$ cat src/rtl/dma_bus_pkg.sv
// Shared types and constants for the DMA system-bus arbiter.
package dma_bus_pkg;

    localparam int unsigned MAX_MASTERS = 8;
    localparam int unsigned IDX_W       = 3;
    localparam int unsigned WDOG_W      = 10;

    typedef enum logic [1:0] {
        IDLE    = 2'd0,
        GRANT   = 2'd1,
        BUSY    = 2'd2,
        RELEASE = 2'd3
    } arb_state_e;

endpackage

$ cat src/rtl/dma_bus_arbiter_if.sv
// Request/grant and transaction-framing signals between bus masters and the arbiter.
interface dma_bus_arbiter_if
    import dma_bus_pkg::*;
#(
    parameter int unsigned NUM_MASTERS = 4
);

    logic [NUM_MASTERS-1:0] request;
    logic [NUM_MASTERS-1:0] grant;
    logic                   begin_transaction_in;
    logic                   end_transaction_in;
    logic                   bus_error_in;
    logic                   end_transaction_out;
    logic                   bus_error_out;
    logic [IDX_W-1:0]       active_master;
    logic                   bus_busy;

    modport master (
        output request, begin_transaction_in, end_transaction_in, bus_error_in,
        input  grant, end_transaction_out, bus_error_out, active_master, bus_busy
    );

    modport slave (
        input  request, begin_transaction_in, end_transaction_in, bus_error_in,
        output grant, end_transaction_out, bus_error_out, active_master, bus_busy
    );

endinterface

$ cat src/rtl/rr_priority_pick.sv
// Round-robin pick: first set request at or above the pointer, wrapping around.
module rr_priority_pick
    import dma_bus_pkg::*;
#(
    parameter int unsigned NUM_MASTERS = 4
) (
    input  logic [NUM_MASTERS-1:0] i_req,
    input  logic [IDX_W-1:0]       i_ptr,
    output logic [NUM_MASTERS-1:0] o_pick_c,
    output logic [IDX_W-1:0]       o_idx_c,
    output logic                   o_valid_c
);

    localparam int unsigned DW = 2 * NUM_MASTERS;

    logic [DW-1:0] w_masked;

    // Upper copy covers the wrap, so the lowest surviving bit is the winner.
    always_comb begin
        w_masked  = {i_req, i_req} & ({DW{1'b1}} << i_ptr);
        o_idx_c   = '0;
        o_valid_c = 1'b0;
        for (int unsigned i = 0; i < DW; i++) begin
            if (w_masked[i] && !o_valid_c) begin
                o_valid_c = 1'b1;
                o_idx_c   = IDX_W'(i % NUM_MASTERS);
            end
        end
        for (int unsigned j = 0; j < NUM_MASTERS; j++) begin
            o_pick_c[j] = o_valid_c && (o_idx_c == IDX_W'(j));
        end
    end

endmodule

$ cat src/rtl/dma_bus_arbiter.sv
// Round-robin system-bus arbiter with transaction tracking.
// Optional stall watchdog enabled by defining ARBITER_WATCHDOG_EN.
module dma_bus_arbiter
    import dma_bus_pkg::*;
#(
    parameter int unsigned NUM_MASTERS    = 4,
    parameter int unsigned TIMEOUT_CYCLES = 1023
) (
    input  logic             i_clk,
    input  logic             i_rst_n,
    dma_bus_arbiter_if.slave bus
);

    if (NUM_MASTERS < 2 || NUM_MASTERS > MAX_MASTERS) begin : g_bad_num_masters
        $error("dma_bus_arbiter: NUM_MASTERS out of range");
    end
    if (TIMEOUT_CYCLES < 16 || TIMEOUT_CYCLES > (1 << WDOG_W) - 1) begin : g_bad_timeout
        $error("dma_bus_arbiter: TIMEOUT_CYCLES out of range");
    end

    arb_state_e             r_state, w_state_nxt;
    logic [NUM_MASTERS-1:0] r_grant, w_grant_nxt;
    logic [IDX_W-1:0]       r_active, w_active_nxt;
    logic [IDX_W-1:0]       r_ptr, w_ptr_nxt;
    logic                   r_busy, w_busy_nxt;
    logic [NUM_MASTERS-1:0] w_pick;
    logic [IDX_W-1:0]       w_pick_idx;
    logic                   w_pick_valid;
    logic                   w_owner_req;
    logic                   w_force_end;
    logic                   w_unused_bus_error;

    rr_priority_pick #(.NUM_MASTERS(NUM_MASTERS)) u_pick (
        .i_req     (bus.request),
        .i_ptr     (r_ptr),
        .o_pick_c  (w_pick),
        .o_idx_c   (w_pick_idx),
        .o_valid_c (w_pick_valid)
    );

    assign w_owner_req        = |(bus.request & r_grant);
    // A bus error alone never moves the FSM; only the end strobe closes a transaction.
    assign w_unused_bus_error = bus.bus_error_in;

    always_comb begin
        w_state_nxt  = r_state;
        w_grant_nxt  = r_grant;
        w_active_nxt = r_active;
        w_ptr_nxt    = r_ptr;
        w_busy_nxt   = r_busy;
        unique case (r_state)
            IDLE: begin
                if (w_pick_valid) begin
                    w_grant_nxt  = w_pick;
                    w_active_nxt = w_pick_idx;
                    w_busy_nxt   = 1'b1;
                    w_state_nxt  = GRANT;
                end
            end
            GRANT: begin
                if (w_force_end) begin
                    w_state_nxt = RELEASE;
                end else if (bus.begin_transaction_in) begin
                    w_state_nxt = BUSY;
                end else if (!w_owner_req) begin
                    // Abandoned grant: pointer stays so the same master keeps priority.
                    w_grant_nxt  = '0;
                    w_active_nxt = '0;
                    w_busy_nxt   = 1'b0;
                    w_state_nxt  = IDLE;
                end
            end
            BUSY: begin
                if (bus.end_transaction_in || w_force_end) begin
                    w_state_nxt = RELEASE;
                end
            end
            RELEASE: begin
                w_grant_nxt  = '0;
                w_active_nxt = '0;
                w_busy_nxt   = 1'b0;
                w_ptr_nxt    = (r_active == IDX_W'(NUM_MASTERS - 1)) ? '0 : r_active + IDX_W'(1);
                w_state_nxt  = IDLE;
            end
            default: w_state_nxt = IDLE;
        endcase
    end

    always_ff @(posedge i_clk or negedge i_rst_n) begin
        if (!i_rst_n) begin
            r_state  <= IDLE;
            r_grant  <= '0;
            r_active <= '0;
            r_ptr    <= '0;
            r_busy   <= 1'b0;
        end else begin
            r_state  <= w_state_nxt;
            r_grant  <= w_grant_nxt;
            r_active <= w_active_nxt;
            r_ptr    <= w_ptr_nxt;
            r_busy   <= w_busy_nxt;
        end
    end

`ifdef ARBITER_WATCHDOG_EN
    localparam logic [WDOG_W-1:0] WDOG_LAST = WDOG_W'(TIMEOUT_CYCLES - 1);

    logic [WDOG_W-1:0] r_wdog_cnt, w_wdog_cnt_nxt;
    logic              r_end_out;
    logic              r_err_out;

    // Counter is zero on GRANT entry; expiry lands the pulses together with RELEASE.
    always_comb begin
        w_wdog_cnt_nxt = r_wdog_cnt;
        if (r_state == IDLE) begin
            w_wdog_cnt_nxt = '0;
        end else if (r_state == GRANT || r_state == BUSY) begin
            w_wdog_cnt_nxt = r_wdog_cnt + WDOG_W'(1);
        end
    end

    assign w_force_end = (r_wdog_cnt == WDOG_LAST) &&
                         ((r_state == GRANT) || (r_state == BUSY && !bus.end_transaction_in));

    always_ff @(posedge i_clk or negedge i_rst_n) begin
        if (!i_rst_n) begin
            r_wdog_cnt <= '0;
            r_end_out  <= 1'b0;
            r_err_out  <= 1'b0;
        end else begin
            r_wdog_cnt <= w_wdog_cnt_nxt;
            r_end_out  <= w_force_end;
            r_err_out  <= w_force_end;
        end
    end

    assign bus.end_transaction_out = r_end_out;
    assign bus.bus_error_out       = r_err_out;
`else
    assign w_force_end             = 1'b0;
    assign bus.end_transaction_out = 1'b0;
    assign bus.bus_error_out       = 1'b0;
`endif

    assign bus.grant         = r_grant;
    assign bus.active_master = r_active;
    assign bus.bus_busy      = r_busy;

endmodule
$ cat src/flat_wrapper.sv
// flat-port wrapper written by rule: the top's interface ports become plain ports
module dma_bus_arbiter_flat import dma_bus_pkg::*;
#(
    parameter int unsigned NUM_MASTERS    = 4,
    parameter int unsigned TIMEOUT_CYCLES = 1023
)
  (i_clk, i_rst_n, bus_request, bus_begin_transaction_in, bus_end_transaction_in, bus_bus_error_in, bus_grant, bus_end_transaction_out, bus_bus_error_out, bus_active_master, bus_bus_busy);
  dma_bus_arbiter_if #(.NUM_MASTERS(NUM_MASTERS)) bus_i ();
  input  logic i_clk;
  input  logic i_rst_n;
  input wire logic [$bits(bus_i.request)-1:0] bus_request;
  input wire logic [$bits(bus_i.begin_transaction_in)-1:0] bus_begin_transaction_in;
  input wire logic [$bits(bus_i.end_transaction_in)-1:0] bus_end_transaction_in;
  input wire logic [$bits(bus_i.bus_error_in)-1:0] bus_bus_error_in;
  output wire logic [$bits(bus_i.grant)-1:0] bus_grant;
  output wire logic [$bits(bus_i.end_transaction_out)-1:0] bus_end_transaction_out;
  output wire logic [$bits(bus_i.bus_error_out)-1:0] bus_bus_error_out;
  output wire logic [$bits(bus_i.active_master)-1:0] bus_active_master;
  output wire logic [$bits(bus_i.bus_busy)-1:0] bus_bus_busy;
  assign bus_i.request = bus_request;
  assign bus_i.begin_transaction_in = bus_begin_transaction_in;
  assign bus_i.end_transaction_in = bus_end_transaction_in;
  assign bus_i.bus_error_in = bus_bus_error_in;
  assign bus_grant = bus_i.grant;
  assign bus_end_transaction_out = bus_i.end_transaction_out;
  assign bus_bus_error_out = bus_i.bus_error_out;
  assign bus_active_master = bus_i.active_master;
  assign bus_bus_busy = bus_i.bus_busy;
  dma_bus_arbiter #(.NUM_MASTERS(NUM_MASTERS), .TIMEOUT_CYCLES(TIMEOUT_CYCLES)) u_core (.i_clk(i_clk), .i_rst_n(i_rst_n), .bus(bus_i));
endmodule
$ cat config.mk
export PLATFORM = sky130hd
export DESIGN_NAME = dma_bus_arbiter_flat
export DESIGN_NICKNAME = d
export VERILOG_FILES = /design/src/rtl/dma_bus_pkg.sv /design/src/rtl/dma_bus_arbiter_if.sv /design/src/rtl/rr_priority_pick.sv /design/src/rtl/dma_bus_arbiter.sv /design/src/flat_wrapper.sv
export SDC_FILE = /design/constraint.sdc
export NUM_CORES = 1
export LEC_CHECK = 0
export BUFFER_PORTS_ARGS = -buffer_cell sky130_fd_sc_hd__buf_4
export CELL_PAD_IN_SITES_DETAIL_PLACEMENT = 1
export CELL_PAD_IN_SITES_GLOBAL_PLACEMENT = 1
export CORE_MARGIN = 2
export CORE_UTILIZATION = 40
export CTS_BUF_LIST = sky130_fd_sc_hd__clkbuf_8
export CTS_CLUSTER_DIAMETER = 120
export DETAILED_ROUTE_END_ITERATION = 6
export GPL_TIMING_DRIVEN = 0
export HOLD_SLACK_MARGIN = 0.06
export PLACE_DENSITY = 0.83
export SLEW_MARGIN = 20
export SYNTH_ARGS = -nofsm -noshare
export SYNTH_HDL_FRONTEND = slang
export SYNTH_SLANG_ARGS = --single-unit
export TNS_END_PERCENT = 5
$ cat constraint.sdc
create_clock -name i_clk -period 2 [get_ports i_clk]
set_clock_uncertainty 0.05 [all_clocks]
set_input_delay 0.2 -clock i_clk [delete_from_list [all_inputs] [get_ports i_clk]]
set_output_delay 0.2 -clock i_clk [all_outputs]
set_load 0.05 [all_outputs]
-- Word-level counts from Yosys, hierarchy flattened
Index checks and enable logic that the tools add are counted.
- output and inout bits: 10
- input bits: 9
- register bits after elaboration: 13
- logic and storage cells: 78
- bitwise gates (word level): 2
- shifts and indexed selects: 1
- add/subtract/negate cells: 1
- reductions and logical operators: 24
- muxes and demuxes: 33
- equal/unequal tests: 12
- operators by type and width (operator ; number):
    $mux 3 ; 10
    $mux 1 ; 12
    $mux 4 ; 3
    $pmux 4 s3 ; 1
    $logic_and 1x1->1 ; 11
    $eq 3x2->1 const B ; 3
    $pmux 3 s3 ; 1
    $and 8x8->8 ; 1
    $mux 2 ; 4
    $ne 2x2->1 const B ; 4
    $pmux 2 s4 ; 1
    $shl 8x3->8 const A ; 1
    $logic_not 1->1 ; 7
    $and 4x4->4 ; 1
    $eq 2x2->1 const B ; 2
    $reduce_and 4->1 ; 1
    $reduce_or 4->1 ; 1
    $add 3x1->3 const B ; 1
    $eq 3x1->1 const B ; 1
    $logic_not 3->1 ; 1
    $ne 3x3->1 const B ; 1
    $pmux 1 s3 ; 1
    $reduce_and 3->1 ; 1
    $reduce_bool 3->1 ; 1
    2 further kinds ; 2

-- Longest topological paths before layout
- depth after elaboration: 28
- depth in mapped cells: 4
- mapped depth without buffers: 4

-- Cells and area by module
From an unflattened synthesis, not the netlist that was laid out.
- cells, all modules: 105
- area, all modules: 1013.5 um^2
- by module, submodules not included (module ; instances ; cells each ; area each (um^2)):
    dma_bus_arbiter ; 1 ; 61 ; 735.7
    rr_priority_pick ; 1 ; 44 ; 277.8

-- Worst setup path after synthesis
Ideal clock, no wire load.
- kind: register to register
- start point: register u_core.r_grant[0], in the netlist u_core.bus.grant[0]
- end point: register u_core.r_active[0], in the netlist u_core.bus.active_master[0]
- arrival time: 1489 ps
- path buffers: 0
- library setup time: 121 ps
- clock period less this slack: 1660 ps
- setup slack: 340 ps
- stages on the path, launching flop included: 5
- cell sequence: dfrtp_1 > a22o_1 > a221oi_2 > a221oi_4 > a22o_1
- cells in the longest elaborated chain, start to end: 4
- ends and longest elaborated chain (element ; line ; text):
    start, declared ; dma_bus_arbiter.sv:22 ; logic [NUM_MASTERS-1:0] r_grant, w_grant_nxt;
    start signal, assigned ; dma_bus_arbiter.sv:98 ; r_grant <= w_grant_nxt;
    $and 4x4->4 ; dma_bus_arbiter.sv:41 ; assign w_owner_req = |(bus.request & r_grant);
    $reduce_or 4->1 ; dma_bus_arbiter.sv:41 ;
    $ne 2x2->1 (no source line) ; -- ;
    $reduce_and 4->1 (no source line) ; -- ;
    end signal, assigned ; dma_bus_arbiter.sv:99 ; r_active <= w_active_nxt;
    end, declared ; dma_bus_arbiter.sv:23 ; logic [IDX_W-1:0] r_active, w_active_nxt;
No other way between the ends.
A chain may end at the register's enable or synchronous reset.

-- Worst setup path in the final report
- start point: register u_core.r_state[0]
- end point: register u_core.r_active[0], in the netlist u_core.bus.active_master[0]
- cells in the longest elaborated chain, start to end: 3
- elaborated cells on any way between the ends: 9
- ends and longest elaborated chain (element ; line ; text):
    start, declared ; dma_bus_arbiter.sv:21 ; arb_state_e r_state, w_state_nxt;
    start signal, assigned ; dma_bus_arbiter.sv:97 ; r_state <= w_state_nxt;
    $eq 2x1->1 (tied with other cells) ; dma_bus_arbiter.sv:51 ; unique case (r_state)
    $ne 2x2->1 (no source line) or $reduce_bool 3->1 (tied branches) ; -- ;
    $reduce_and 4->1 (no source line) ; -- ;
Parallel ways exist; a longest one is shown, timed or not.

==> flow_metrics.env <==
export IMPL_rsz0062_at_grt="false"
export IMPL_end_kind="register"
export IMPL_io_buffers=14
export IMPL_max_stage_delay_ns=0.53
export IMPL_synth_common_cells="dfrtp_1 (11), nand2_1 (6), a22o_1 (3), buf_4 (3)"
export IMPL_synthArstFlopShare_pct=100.0
export IMPL_drt_pass1_iterations=1
export IMPL_dieArea_um2=1965
export IMPL_final_util_pct=55.01
export IMPL_cts_buffers_inserted=3
export IMPL_ir_worst_vdd_mv=0.9423
export IMPL_holdWs_ns=0.1602
export IMPL_antenna_found_initial=0
export IMPL_first_global_vias=513
export IMPL_p_comb_share_pct=53.8
export IMPL_final_cell_area_um2=838.3
export IMPL_wire_per_inst_um=15.30
export IMPL_area_delta_synth_final_pct=28.85
export IMPL_finalSetupViolations=0
export IMPL_top_layer_used="met4"
export IMPL_synthFlopType="dfrtp_1"
export IMPL_pwr_share_seq_pct=30.4
export IMPL_dr_wl_met2_um=699
export IMPL_p_leak_uw=0.0003913
export IMPL_max_slew_margin_pct=58.68
export IMPL_tightest_slew_ns=0.6165
export IMPL_insertion_delay_ns=0.24
export IMPL_dp_hpwl_um=1086
export IMPL_max_cap_violations=0
export IMPL_ys_warn_count=0
export IMPL_drc=0
export IMPL_synth_area_per_cell_um2=12.28
export IMPL_pwr_share_clk_pct=15.8
export IMPL_finalHoldViolCount=0
export IMPL_run_status="finished clean"
export IMPL_start_util_pct=42.69
export IMPL_nets=85
export IMPL_drive_gt1_share_pct=37.84
export IMPL_cp_data_arrival_time_ns=1.69
export IMPL_row_count=14
export IMPL_post_cts_buffers=0
export IMPL_cts_clk_slew_worst_paths_ns=0.05
export IMPL_ios=19
export IMPL_synth_edf_count=0
export IMPL_fin_crit_ns=1.607
export IMPL_internal_power_uw=751.3
export IMPL_htreeDepth=1
export IMPL_postCtsHoldBufs=1
export IMPL_grt_usage_pct=17.04
export IMPL_hp_class="input pin to register"
export IMPL_synth_area_um2=650.6
export IMPL_synth_seq_area_share_pct=42.31
export IMPL_ant_nets=0
export IMPL_dr_total_vias=519
export IMPL_drv_slew=0
export IMPL_synth_most_common_cell="dfrtp_1"
export IMPL_crit_chain="buf_2 -> nor3_2 -> a221oi_4 -> a22o_1"
export IMPL_grt_max_degree=12
export IMPL_p_switching_uw=664.5
export IMPL_yosys_register_bits=11
export IMPL_cts_tree="done"
export IMPL_diodes=0
export IMPL_core_area_um2=1524
export IMPL_slowest_stage="nor3_2"
export IMPL_dr_wl_met3_um=62
export IMPL_start_kind="register"
export IMPL_crit_type="register to register"
export IMPL_die_w_um=44.33
export IMPL_grt_pass1_wl_um=2387
export IMPL_netlist_instances=53
export IMPL_cp_required_ns=2.08
export IMPL_synth_top_cell_by_area="dfrtp_1"
export IMPL_placed_area_um2=783.3
export IMPL_die_h_um=44.33
export IMPL_dr_first_iter_drc_count=0
export IMPL_gp_congestion=0.7316
export IMPL_cpLargestDelayFamily="simple AND/OR/NAND/NOR gates"
export IMPL_powerDensity_nw_per_um2=1689
export IMPL_setup_tns_final_ns=0
export IMPL_critPathBufInv=1
export IMPL_cts_sinks=11
export IMPL_path_max_fanout=9
export IMPL_wl_met1_um=596
export IMPL_cts_root_buffer="clkbuf_8"
export IMPL_ys_types=28
export IMPL_synth_top_area_share_pct=42.31
export IMPL_synth_area_leaders="dfrtp_1 (42%), nor4_4 (6.5%), a221oi_2 (4.6%)"
export IMPL_clockBufferDepth=2
export IMPL_vias_per_cell=5.767
export IMPL_overflow=0
export IMPL_post_route_period_util_pct=80.33
export IMPL_p_sw_share_pct=46.94
export IMPL_cts_resized=0
export IMPL_fmax_mhz=622.4
export IMPL_routed_wl_um=1377
## sequential cells by signal, summed over array words and instances (netlist names)
register and cells:
u_core.r_ptr 2, u_core.bus.bus_busy 1, u_core.bus.grant 4, u_core.r_state 2, u_core.bus.active_master 2
## worst min-delay path, cell delays in order
cell and delay [ns]:
buf_4 0.08, nand3b_1 0.06, o21ai_1 0.07
## power groups by stage
stage               clock [uW]  combinational [uW]  sequential [uW]
floorplan                    0                 390              605
global placement             0                 754              429
detailed placement           0                 768              434
CTS                        227                 773              431
global route               240                 822              445
finish                     224                 761              430
## cell families (layout without fill, tap and decap cells)
group | Yosys count | count (layout) | share of synthesized area [%]
adder cells (fa/ha/maj) | 1 | 1 | 1.923
AND/OR/NAND/NOR | 15 | 15 | 18.85
flip-flops | 11 | 11 | 42.31
multiplexers | 3 | 3 | 4.808
buffers and inverters | 5 | 24 | 4.806
AO/OA/AOI/OAI | 17 | 17 | 26.73
other | 1 | 3 | 0.5764
## routing by layer
layer  GRT usage, %  up-vias
li1               -      243
met2          26.76       12
met3          4.898        3
met5              0        -
met4          7.273        0
met1          21.85      261
## per-stage QoR
stage	setup slack (ns)	power, uW	cells
detailed placement	0.3919	1202	85
CTS	0.3625	1430	90
finish	0.3933	1416	90
global placement	0.4411	1183	85
global route	0.2900	1508	90
floorplan	0.3396	994.7	55
## layout make-up
| type | instances | area [um2] |
|---|---|---|
| Sequential cell | 11 | 275.3 |
| Clock buffer | 3 | 41.29 |
| Fill cell | 167 | 685.7 |
| Buffer | 4 | 27.53 |
| Tap cell | 16 | 20.02 |
| Timing Repair Buffer | 15 | 115.1 |
| Inverter | 1 | 3.754 |
| Multi-Input combinational cell | 39 | 351.6 |
| Clock inverter | 1 | 3.754 |
## path summary, 6_finish.rpt
path | depth (start not counted) | endpoint | slack, ns | start
worst max-delay path | 4 | u_core.bus.active_master[0]$_DFFE_PN0P_ | 0.39 | u_core.r_state[0]$_DFFE_PN0P_
worst min-delay path | 3 | u_core.r_state[0]$_DFFE_PN0P_ | 0.16 | bus_end_transaction_in
worst max register to register | 4 | u_core.bus.active_master[0]$_DFFE_PN0P_ | 0.39 | u_core.r_state[0]$_DFFE_PN0P_
worst min register to register | 1 | u_core.bus.bus_busy$_DFFE_PN0P_ | 0.43 | u_core.bus.bus_busy$_DFFE_PN0P_
max in group asynchronous | 2 | u_core.r_ptr[0]$_DFFE_PN0P_ | 1.47 | i_rst_n
min in group asynchronous | 2 | u_core.bus.bus_busy$_DFFE_PN0P_ | 0.28 | i_rst_n
## placed cells by master, fill, tap and decap left out
cell type and n:
dfrtp_1 11, a221oi_4 1, a21oi_1 1, nand2_1 6
nor2b_1 2, mux2i_1 2, inv_1 2, dlygate4sd3_1 1
a221o_1 1, o21ai_1 1, a221oi_2 2, nor3b_2 1
nor3_2 1, o22a_1 1, conb_1 3, a21o_1 1
o2bb2ai_1 2, mux2_1 1, and4_1 1, buf_4 17
nand2b_1 1, o31ai_1 1, a21bo_1 1, a22o_1 3
ha_1 1, nand3b_1 1, buf_2 1, a32o_1 2
nor4_4 2, clkbuf_8 3
No activity file was read; power rests on OpenSTA's default activity.
